[src/rtl/dfd_trace_arbiter.sv]
// Purpose: per-source trace capture slots feeding a round-robin arbiter and a one-word output stage.
// Latency: 2 cycles minimum from trigger to trace_out_valid (capture edge, then grant/load edge).
// Backpressure: output word held while trace_out_ready=0; triggers on occupied slots are dropped and counted.
//
// Ports:
//   clk, reset (async, active-low)        - clock and reset
//   trace_en, trigger_in, trace_in         - capture enable, per-source triggers, per-source words
//   trace_out_valid/ready/data/src/ts      - output handshake, granted word, source index, timestamp
//   drop_cnt, overflow                     - saturating lost-capture count, sticky first-drop flag
// Optional feature: define DFD_TRACE_TIMESTAMP_EN to add the 16-bit capture timestamp; otherwise
// trace_out_ts is tied to 0.
module dfd_trace_arbiter #(
    parameter int N      = 4,
    parameter int TRACEw = 32
) (
    input  logic                                 clk,
    input  logic                                 reset,
    input  logic                                 trace_en,
    input  logic [N-1:0]                         trigger_in,
    input  logic [N*TRACEw-1:0]                  trace_in,
    output logic                                 trace_out_valid,
    input  logic                                 trace_out_ready,
    output logic [TRACEw-1:0]                    trace_out_data,
    output logic [((N > 1) ? $clog2(N) : 1)-1:0] trace_out_src,
    output logic [15:0]                          trace_out_ts,
    output logic [7:0]                           drop_cnt,
    output logic                                 overflow
);
    localparam int Sw = (N > 1) ? $clog2(N) : 1;

    typedef enum logic {S_EMPTY = 1'b0, S_FULL = 1'b1} state_t;

    state_t            r_state;
    state_t            w_state_nxt;
    logic [N-1:0]      r_pend;
    logic [TRACEw-1:0] r_word [N];
    logic [Sw-1:0]     r_last;
    logic [TRACEw-1:0] r_out_data;
    logic [Sw-1:0]     r_out_src;
    logic [7:0]        r_drop_cnt;
    logic              r_overflow;

    logic              w_gnt_vld;
    logic [Sw-1:0]     w_gnt_idx;
    logic [N-1:0]      w_gnt_oh;
    logic              w_load;
    logic [N-1:0]      w_take;
    logic [N-1:0]      w_cap;
    logic [N-1:0]      w_drop;
    logic [4:0]        w_drop_n;
    logic [8:0]        w_drop_sum;

    // Round-robin pick: scan from lowest to highest priority so the
    // highest-priority pending slot (last_grant+1) is the final assignment.
    always_comb begin : p_rr
        int          v_idx;
        logic [Sw-1:0] v_sel;
        w_gnt_vld = 1'b0;
        w_gnt_idx = '0;
        w_gnt_oh  = '0;
        v_idx     = 0;
        v_sel     = '0;
        for (int k = N; k >= 1; k--) begin
            v_idx = (int'(r_last) + k) % N;
            v_sel = v_idx[Sw-1:0];
            if (r_pend[v_sel]) begin
                w_gnt_vld       = 1'b1;
                w_gnt_idx       = v_sel;
                w_gnt_oh        = '0;
                w_gnt_oh[v_sel] = 1'b1;
            end
        end
    end

    // Output stage: a grant is only taken when the stage is empty or its
    // current word is being accepted this cycle.
    always_comb begin : p_fsm
        w_state_nxt = r_state;
        w_load      = 1'b0;
        case (r_state)
            S_EMPTY: begin
                if (w_gnt_vld) begin
                    w_load      = 1'b1;
                    w_state_nxt = S_FULL;
                end
            end
            S_FULL: begin
                if (trace_out_ready) begin
                    if (w_gnt_vld) begin
                        w_load = 1'b1;
                    end else begin
                        w_state_nxt = S_EMPTY;
                    end
                end
            end
            default: w_state_nxt = S_EMPTY;
        endcase
    end

    // A slot being granted this cycle counts as free, so a same-cycle
    // trigger on it is captured rather than dropped.
    assign w_take = w_load ? w_gnt_oh : '0;
    assign w_cap  = trigger_in & {N{trace_en}} & (~r_pend | w_take);
    assign w_drop = trigger_in & {N{trace_en}} & r_pend & ~w_take;

    always_comb begin : p_drop_n
        w_drop_n = '0;
        for (int i = 0; i < N; i++) begin
            w_drop_n = w_drop_n + {4'd0, w_drop[i]};
        end
    end

    // Max is 255 + 16, so bit 8 alone flags saturation.
    assign w_drop_sum = {1'b0, r_drop_cnt} + {4'd0, w_drop_n};

    always_ff @(posedge clk or negedge reset) begin
        if (!reset) begin
            r_pend <= '0;
            for (int i = 0; i < N; i++) begin
                r_word[i] <= '0;
            end
        end else begin
            for (int i = 0; i < N; i++) begin
                if (w_cap[i]) begin
                    r_pend[i] <= 1'b1;
                    r_word[i] <= trace_in[i*TRACEw +: TRACEw];
                end else if (w_take[i]) begin
                    r_pend[i] <= 1'b0;
                end
            end
        end
    end

    always_ff @(posedge clk or negedge reset) begin
        if (!reset) begin
            r_state    <= S_EMPTY;
            r_last     <= Sw'(N - 1);
            r_out_data <= '0;
            r_out_src  <= '0;
        end else begin
            r_state <= w_state_nxt;
            if (w_load) begin
                r_last     <= w_gnt_idx;
                r_out_data <= r_word[w_gnt_idx];
                r_out_src  <= w_gnt_idx;
            end
        end
    end

    always_ff @(posedge clk or negedge reset) begin
        if (!reset) begin
            r_drop_cnt <= '0;
            r_overflow <= 1'b0;
        end else if (|w_drop) begin
            r_drop_cnt <= w_drop_sum[8] ? 8'hFF : w_drop_sum[7:0];
            r_overflow <= 1'b1;
        end
    end

`ifdef DFD_TRACE_TIMESTAMP_EN
    logic [15:0] r_ts_cnt;
    logic [15:0] r_ts [N];
    logic [15:0] r_out_ts;

    // Slots latch the counter value seen at their capture edge.
    always_ff @(posedge clk or negedge reset) begin
        if (!reset) begin
            r_ts_cnt <= '0;
            r_out_ts <= '0;
            for (int i = 0; i < N; i++) begin
                r_ts[i] <= '0;
            end
        end else begin
            r_ts_cnt <= r_ts_cnt + 16'd1;
            for (int i = 0; i < N; i++) begin
                if (w_cap[i]) begin
                    r_ts[i] <= r_ts_cnt;
                end
            end
            if (w_load) begin
                r_out_ts <= r_ts[w_gnt_idx];
            end
        end
    end

    assign trace_out_ts = r_out_ts;
`else
    assign trace_out_ts = 16'd0;
`endif

    assign trace_out_valid = (r_state == S_FULL);
    assign trace_out_data  = r_out_data;
    assign trace_out_src   = r_out_src;
    assign drop_cnt        = r_drop_cnt;
    assign overflow        = r_overflow;

endmodule

[config.mk]
export PLATFORM = sky130hd
export DESIGN_NAME = dfd_trace_arbiter
export DESIGN_NICKNAME = d
export VERILOG_FILES = /design/src/rtl/dfd_trace_arbiter.sv
export SDC_FILE = /design/constraint.sdc
export NUM_CORES = 1
export LEC_CHECK = 0
export ABC_AREA = 1
export BUFFER_PORTS_ARGS = -buffer_cell sky130_fd_sc_hd__clkbuf_2
export CELL_PAD_IN_SITES_DETAIL_PLACEMENT = 1
export CELL_PAD_IN_SITES_GLOBAL_PLACEMENT = 1
export CORE_UTILIZATION = 44
export DETAILED_ROUTE_END_ITERATION = 12
export MAX_ROUTING_LAYER = met4
export PLACE_DENSITY_LB_ADDON = 0.12
export SLEW_MARGIN = 15
export SYNTH_ARGS = -nofsm -noshare
export SYNTH_HDL_FRONTEND = slang
export SYNTH_SLANG_ARGS = --single-unit
[constraint.sdc]
create_clock -name clk -period 8.05 [get_ports clk]
set_clock_uncertainty 0.05 [all_clocks]
set_input_delay 1.61 -clock clk [delete_from_list [all_inputs] [get_ports clk]]
set_output_delay 1.61 -clock clk [all_outputs]
set_load 0.02 [all_outputs]
After elaboration in Yosys (flattened, before gate mapping)

Index checks and enable logic that the tools add are counted.

Register bits after elaboration: 178
Logic and storage cells: 95

Add/subtract/negate cells: 8
Order comparisons: 9
Multiplexer cells: 46
Bitwise operators: 9
Reductions and logical operators: 9

Operators by type and width:

| cell                                                              | number |
|---|---|
| binary-select mux 32 bit (select 2 bit)                           | 1 |
| 2-to-1 mux 32 bit                                                 | 2 |
| 2-to-1 mux 1 bit                                                  | 23 |
| 2-to-1 mux 4 bit                                                  | 5 |
| AND 4 bit                                                         | 4 |
| less-than comparator 2 x 3 -> 1 bit, second input constant        | 4 |
| adder 8 x 4 -> 9 bit                                              | 1 |
| binary-select mux 1 bit (select 2 bit)                            | 4 |
| demux 1 bit (select 2 bit)                                        | 4 |
| greater-or-equal comparator 2 x 1 -> 1 bit, second input constant | 4 |
| 2-to-1 mux 2 bit                                                  | 4 |
| 2-to-1 mux 8 bit                                                  | 1 |
| inverter 4 bit                                                    | 2 |
| nonzero test 2 bit                                                | 4 |
| adder 2 x 1 -> 2 bit, second input constant                       | 2 |
| adder 2 bit, second input constant                                | 2 |
| adder 3 x 1 -> 4 bit                                              | 1 |
| logical AND 1 bit                                                 | 4 |
| bitwise OR 4 bit                                                  | 1 |
| case mux 1 bit (2 select lines)                                   | 2 |
| OR reduction 4 bit                                                | 1 |
| adder 2 x 1 -> 3 bit                                              | 1 |
| greater-or-equal comparator 3 bit, second input constant          | 1 |
| inverter 2 -> 3 bit                                               | 1 |
| other kinds (2)                                                   | 2 |

Logic depth before layout (Yosys ltp)

Word-level depth: 18
Mapped depth: 24
Gate-level depth less buffers: 23

Worst setup path after synthesis

Ideal clock, no wire load.

Path type: input port to flip-flop
Start: input trace_out_ready
End: register r_drop_cnt[2], in the netlist drop_cnt[2]
Setup time: 0.065 ns
Arrival: 4.248 ns
Path slack: 3.687 ns
Stages on the path: 18
Cell sequence: nor2_1 > inv_1 > nand2_2 > buf_6 > nor2_2 > nand2_2 > nand2_2 > fa_1 > fa_1 > inv_1 > fa_1 > nand2_1 > nor3_1 > nand2_1 > nor2_1 > a21oi_1 > o21bai_1 > nand2_1

Cells in the longest elaborated chain, start to end: 10

Ends and longest elaborated chain:

| item                                | RTL line | source |
|---|---|---|
| start, declared                     | 22       | `input logic trace_out_ready,` |
| 2-to-1 mux 1 bit (*)                | 88       | `if (trace_out_ready) begin` |
| case mux 1 bit (2 select lines) (*) | 80       | `case (r_state)` |
| 2-to-1 mux 4 bit (*)                | 102      | `assign w_take = w_load ? w_gnt_oh : '0;` |
| inverter 4 bit (*)                  | 104      | `assign w_drop = trigger_in & {N{trace_en}} & r_pend & ~w_take;` |
| AND 4 bit (*)                       | 104      |  |
| adder 1 x 1 -> 2 bit                | 109      | `w_drop_n = w_drop_n + {4'd0, w_drop[i]};` |
| adder 2 x 1 -> 3 bit                | 109      |  |
| adder 3 x 1 -> 4 bit                | 109      |  |
| adder 8 x 4 -> 9 bit                | 114      | `assign w_drop_sum = {1'b0, r_drop_cnt} + {4'd0, w_drop_n};` |
| 2-to-1 mux 8 bit                    | 155      | `r_drop_cnt <= w_drop_sum[8] ? 8'hFF : w_drop_sum[7:0];` |
| end signal, assigned                | 155      |  |
| end, declared                       | 40       | `logic [7:0] r_drop_cnt;` |

Every way passes the cells marked *; elsewhere a longest branch is shown, timed or not.
A chain may end at the register's enable or synchronous reset.

Worst setup path in the final report

Start: register r_last[0]
End: register r_drop_cnt[5], in the netlist drop_cnt[5]

Cells in the longest elaborated chain, start to end: 18

Ends and longest elaborated chain:

| item                                   | RTL line | source |
|---|---|---|
| start, declared                        | 37       | `logic [Sw-1:0] r_last;` |
| start signal, assigned                 | 137      | `r_last <= Sw'(N - 1);` |
| start signal, assigned                 | 143      | `r_last <= w_gnt_idx;` |
| adder 2 x 1 -> 2 bit                   | 64       | `v_idx = (int'(r_last) + k) % N;` |
| binary-select mux 1 bit (select 2 bit) | 66       | `if (r_pend[v_sel]) begin` |
| 2-to-1 mux 1 bit (implied by the code) | 66       |  |
| 2-to-1 mux 1 bit (4 in a row)          | 66       |  |
| 2-to-1 mux 1 bit                       | 82, 89   |  |
| 2-to-1 mux 1 bit                       | 88       |  |
| case mux 1 bit (2 select lines)        | 80       |  |
| 2-to-1 mux 4 bit (*)                   | 102      |  |
| inverter 4 bit (*)                     | 104      |  |
| AND 4 bit (*)                          | 104      |  |
| adder 1 x 1 -> 2 bit                   | 109      |  |
| adder 2 x 1 -> 3 bit                   | 109      |  |
| adder 3 x 1 -> 4 bit                   | 109      |  |
| adder 8 x 4 -> 9 bit                   | 114      |  |
| 2-to-1 mux 8 bit                       | 155      |  |

Every way passes the cells marked *; elsewhere a longest branch is shown, timed or not. The select of a mux whose other input is x is not followed.

==> impl_metrics.json <==
{
  "cts_sinks": 178,
  "grt_overflow": 0,
  "switching_share_pct": 49.6,
  "p_leak_nw": 6.47,
  "fin_hold_ws_ns": 0.420,
  "die_w_um": 151,
  "rrSetupSlack_ns": 2.15,
  "ctsHoldBuffers": 0,
  "yosysSeqAreaShare_pct": 45.5,
  "setup_viol_count_final": 0,
  "grt_setup_unrepaired": "false",
  "critPathKind": "flip-flop to flip-flop",
  "final_cells": 1687,
  "p_switching_mw": 2.80,
  "antenna_cells": 0,
  "final_util_pct": 51.7,
  "finalWirelength_um": 26100,
  "grt_antenna_before_repair": 0,
  "clk-insertion-delay-late_ns": 0.43,
  "min_path_type": "flip-flop to flip-flop",
  "p_seq_share_pct": 28.0,
  "nNetsFinal": 1541,
  "regArea_um2": 4460,
  "tns_ns": 0,
  "p_int_mw": 2.84,
  "hold_viol": 0,
  "slew_headroom_pct": 25.5,
  "grt_pass1_vias": 8316,
  "powerDensity_nw_per_um2": 499,
  "numCtsBuffers": 17,
  "layout_min_cycle_time_ns": 5.90,
  "clk_pin_slew_worst_paths_ns": 0.07,
  "ant_nets": 0,
  "io_pins": 196,
  "power_frac_clock_pct": 15.8,
  "cp-end-kind": "flip-flop",
  "dpl.cell_count": 1655,
  "slew_viol_final": 0,
  "tightest_slew_ns": 1.12,
  "dr.pass1.iters": 4,
  "cts_tree": "done",
  "fmax_mhz": 170,
  "synth-seq-cells": 178,
  "path_max_fanout": 38,
  "cts_max_path_buffers": 2,
  "post_cts_buffers": 0,
  "multi_input_area_um2": 3950,
  "worstSetupStartpoint": "r_last[0]",
  "synthToLayoutAreaGrowth_pct": 15.2,
  "fillers": 2790,
  "vdd.ir_drop.worst_mv": 0.404,
  "cts_resized": 0,
  "grt_usage_pct": 25.1,
  "synthesis.area_um2": 9800,
  "portBuffers": 179,
  "cp-start-kind": "flip-flop",
  "htree_levels": 4,
  "drt_iter0_drc": 361,
  "die_area_um2": 22900,
  "hp-start": "overflow",
  "drive_gt1_share_pct": 28.9,
  "root_buffer": "clkbuf_16",
  "power_mw": 5.63,
  "status": "finished clean",
  "period_share_pct": 73.3,
  "avgRoutedWirePerCell_um": 15.5,
  "die_y_um": 151,
  "gp_congestion": 0.886,
  "grt_start_max_net_pins": 86,
  "maxCapViolations": 0,
  "r2r_start": "r_last[0]",
  "cp.arrival_ns": 6.22,
  "vias_per_cell": 4.73,
  "dp_hpwl_um": 18000,
  "rows": 54,
  "core-area_um2": 21800,
  "vias": 7981,
  "post-route-drc-count": 0,
  "start_util_pct": 44.9,
  "critPathRequiredTime_ns": 8.38,
  "avgSynthCellArea_um2": 7.91,
  "yosysUniqueCellTypes": 34,
  "synthCells": 1240,
  "yosysWarnings": 0,
  "combPwrFrac_pct": 56.2,
  "grt_pass1_wl_um": 42700
}
## power groups by stage
stage	clock, mW	combinational (mW)	sequential [mW]
after floorplan	0	2.36	1.63
after global placement	0	3.10	1.57
after detailed placement	0	3.20	1.59
after CTS	0.905	3.23	1.58
after global routing	0.939	3.60	1.63
final	0.890	3.17	1.58
## worst max-delay path, stage by stage, from the launching register on
cell and delay (ns):
dfstp_2 0.63, inv_2 0.14, ha_1 0.36, inv_1 0.09, nand3_1 0.14, nand2_2 0.16, nor2_2 0.07, nand2_2 0.06
nand2_2 0.50, inv_2 0.83, nand2_1 0.17, nand2_1 0.17, fa_1 0.46, fa_1 0.47, inv_1 0.09, fa_1 0.18
nand2_1 0.11, nor3_1 0.39, nand2_1 0.13, nor2_1 0.30, a21oi_1 0.07, o21bai_1 0.16, nand2_1 0.06
## per-stage QoR
step / instance area, um2 / worst slack [ns]
6_report: 11300 / 2.15
5_1_grt: 11300 / 1.73
4_1_cts: 11300 / 2.16
3_5_place_dp: 10700 / 1.99
3_3_place_gp: 10700 / 2.15
2_1_floorplan: 9860 / 3.69
## placed cells by master (no fill, tap or decap), drive strengths merged
master,n
nand2,433
inv,253
clkbuf,201
dfrtp,176
o21ai,104
nand3,85
nor2,58
a21oi,39
conb,16
o21bai,8
ha,8
buf,8
clkinv,4
fa,3
bufinv,3
dfstp,2
nor3,1
xor2,1
o22ai,1
or2,1
o31ai,1
clkinvlp,1
## sequential cells by signal, indices dropped and copies added, names as in the netlist
name and cells:
r_word 128, trace_out_data 32, drop_cnt 8, r_pend 4, r_last 2, trace_out_src 2, overflow 1, trace_out_valid 1
## layer usage
metal | vias up | track usage, % | wire (um)
li1 | 3971 | - | -
met3 | 21 | 3.22 | 863
met2 | 154 | 42.4 | 12900
met5 | - | - | 0
met1 | 3835 | 32.0 | 12100
met4 | 0 | 5.90 | 295
## final timing paths
path | endpoint | cells after the start
min reg2reg | overflow | 2
max reg2reg | drop_cnt[5] | 22
max | drop_cnt[5] | 22
min in group asynchronous | drop_cnt[3] | 1
min | overflow | 2
max in group asynchronous | r_word[3] | 2
## cell type report
type | count | share of cell area, %
multi-input cells | 759 | 35.0
well taps | 280 | 3.10
flip-flops and latches | 178 | 39.5
clock buffers | 22 | 4.20
inverters | 251 | 8.35
clock inverters | 10 | 1.32
repair buffers | 187 | 8.54
## cell usage after synthesis, drive strengths merged
cell	count	area share, %
a21oi	39	3.2
buf	59	4.9
clkbuf	8	0.32
conb	1	0.038
dfrtp	176	45
dfstp	2	0.54
fa	3	0.61
ha	8	1.0
inv	251	9.6
nand2	433	18
nand3	85	4.9
nor2	58	3.3
nor3	1	0.051
o21ai	104	7.8
o21bai	8	0.61
o22ai	1	0.064
o31ai	1	0.077
or2	1	0.064
xor2	1	0.089
## cells by family after synthesis
logic type | synth area share [%]
AO/OA/AOI/OAI | 11.7
XOR/XNOR | 0.0894
adder cells (fa/ha/maj) | 1.63
buffers and inverters | 14.8
flip-flops | 45.5
other | 0.0383
AND/OR/NAND/NOR | 26.2
No activity file was read; power rests on OpenSTA's default activity.
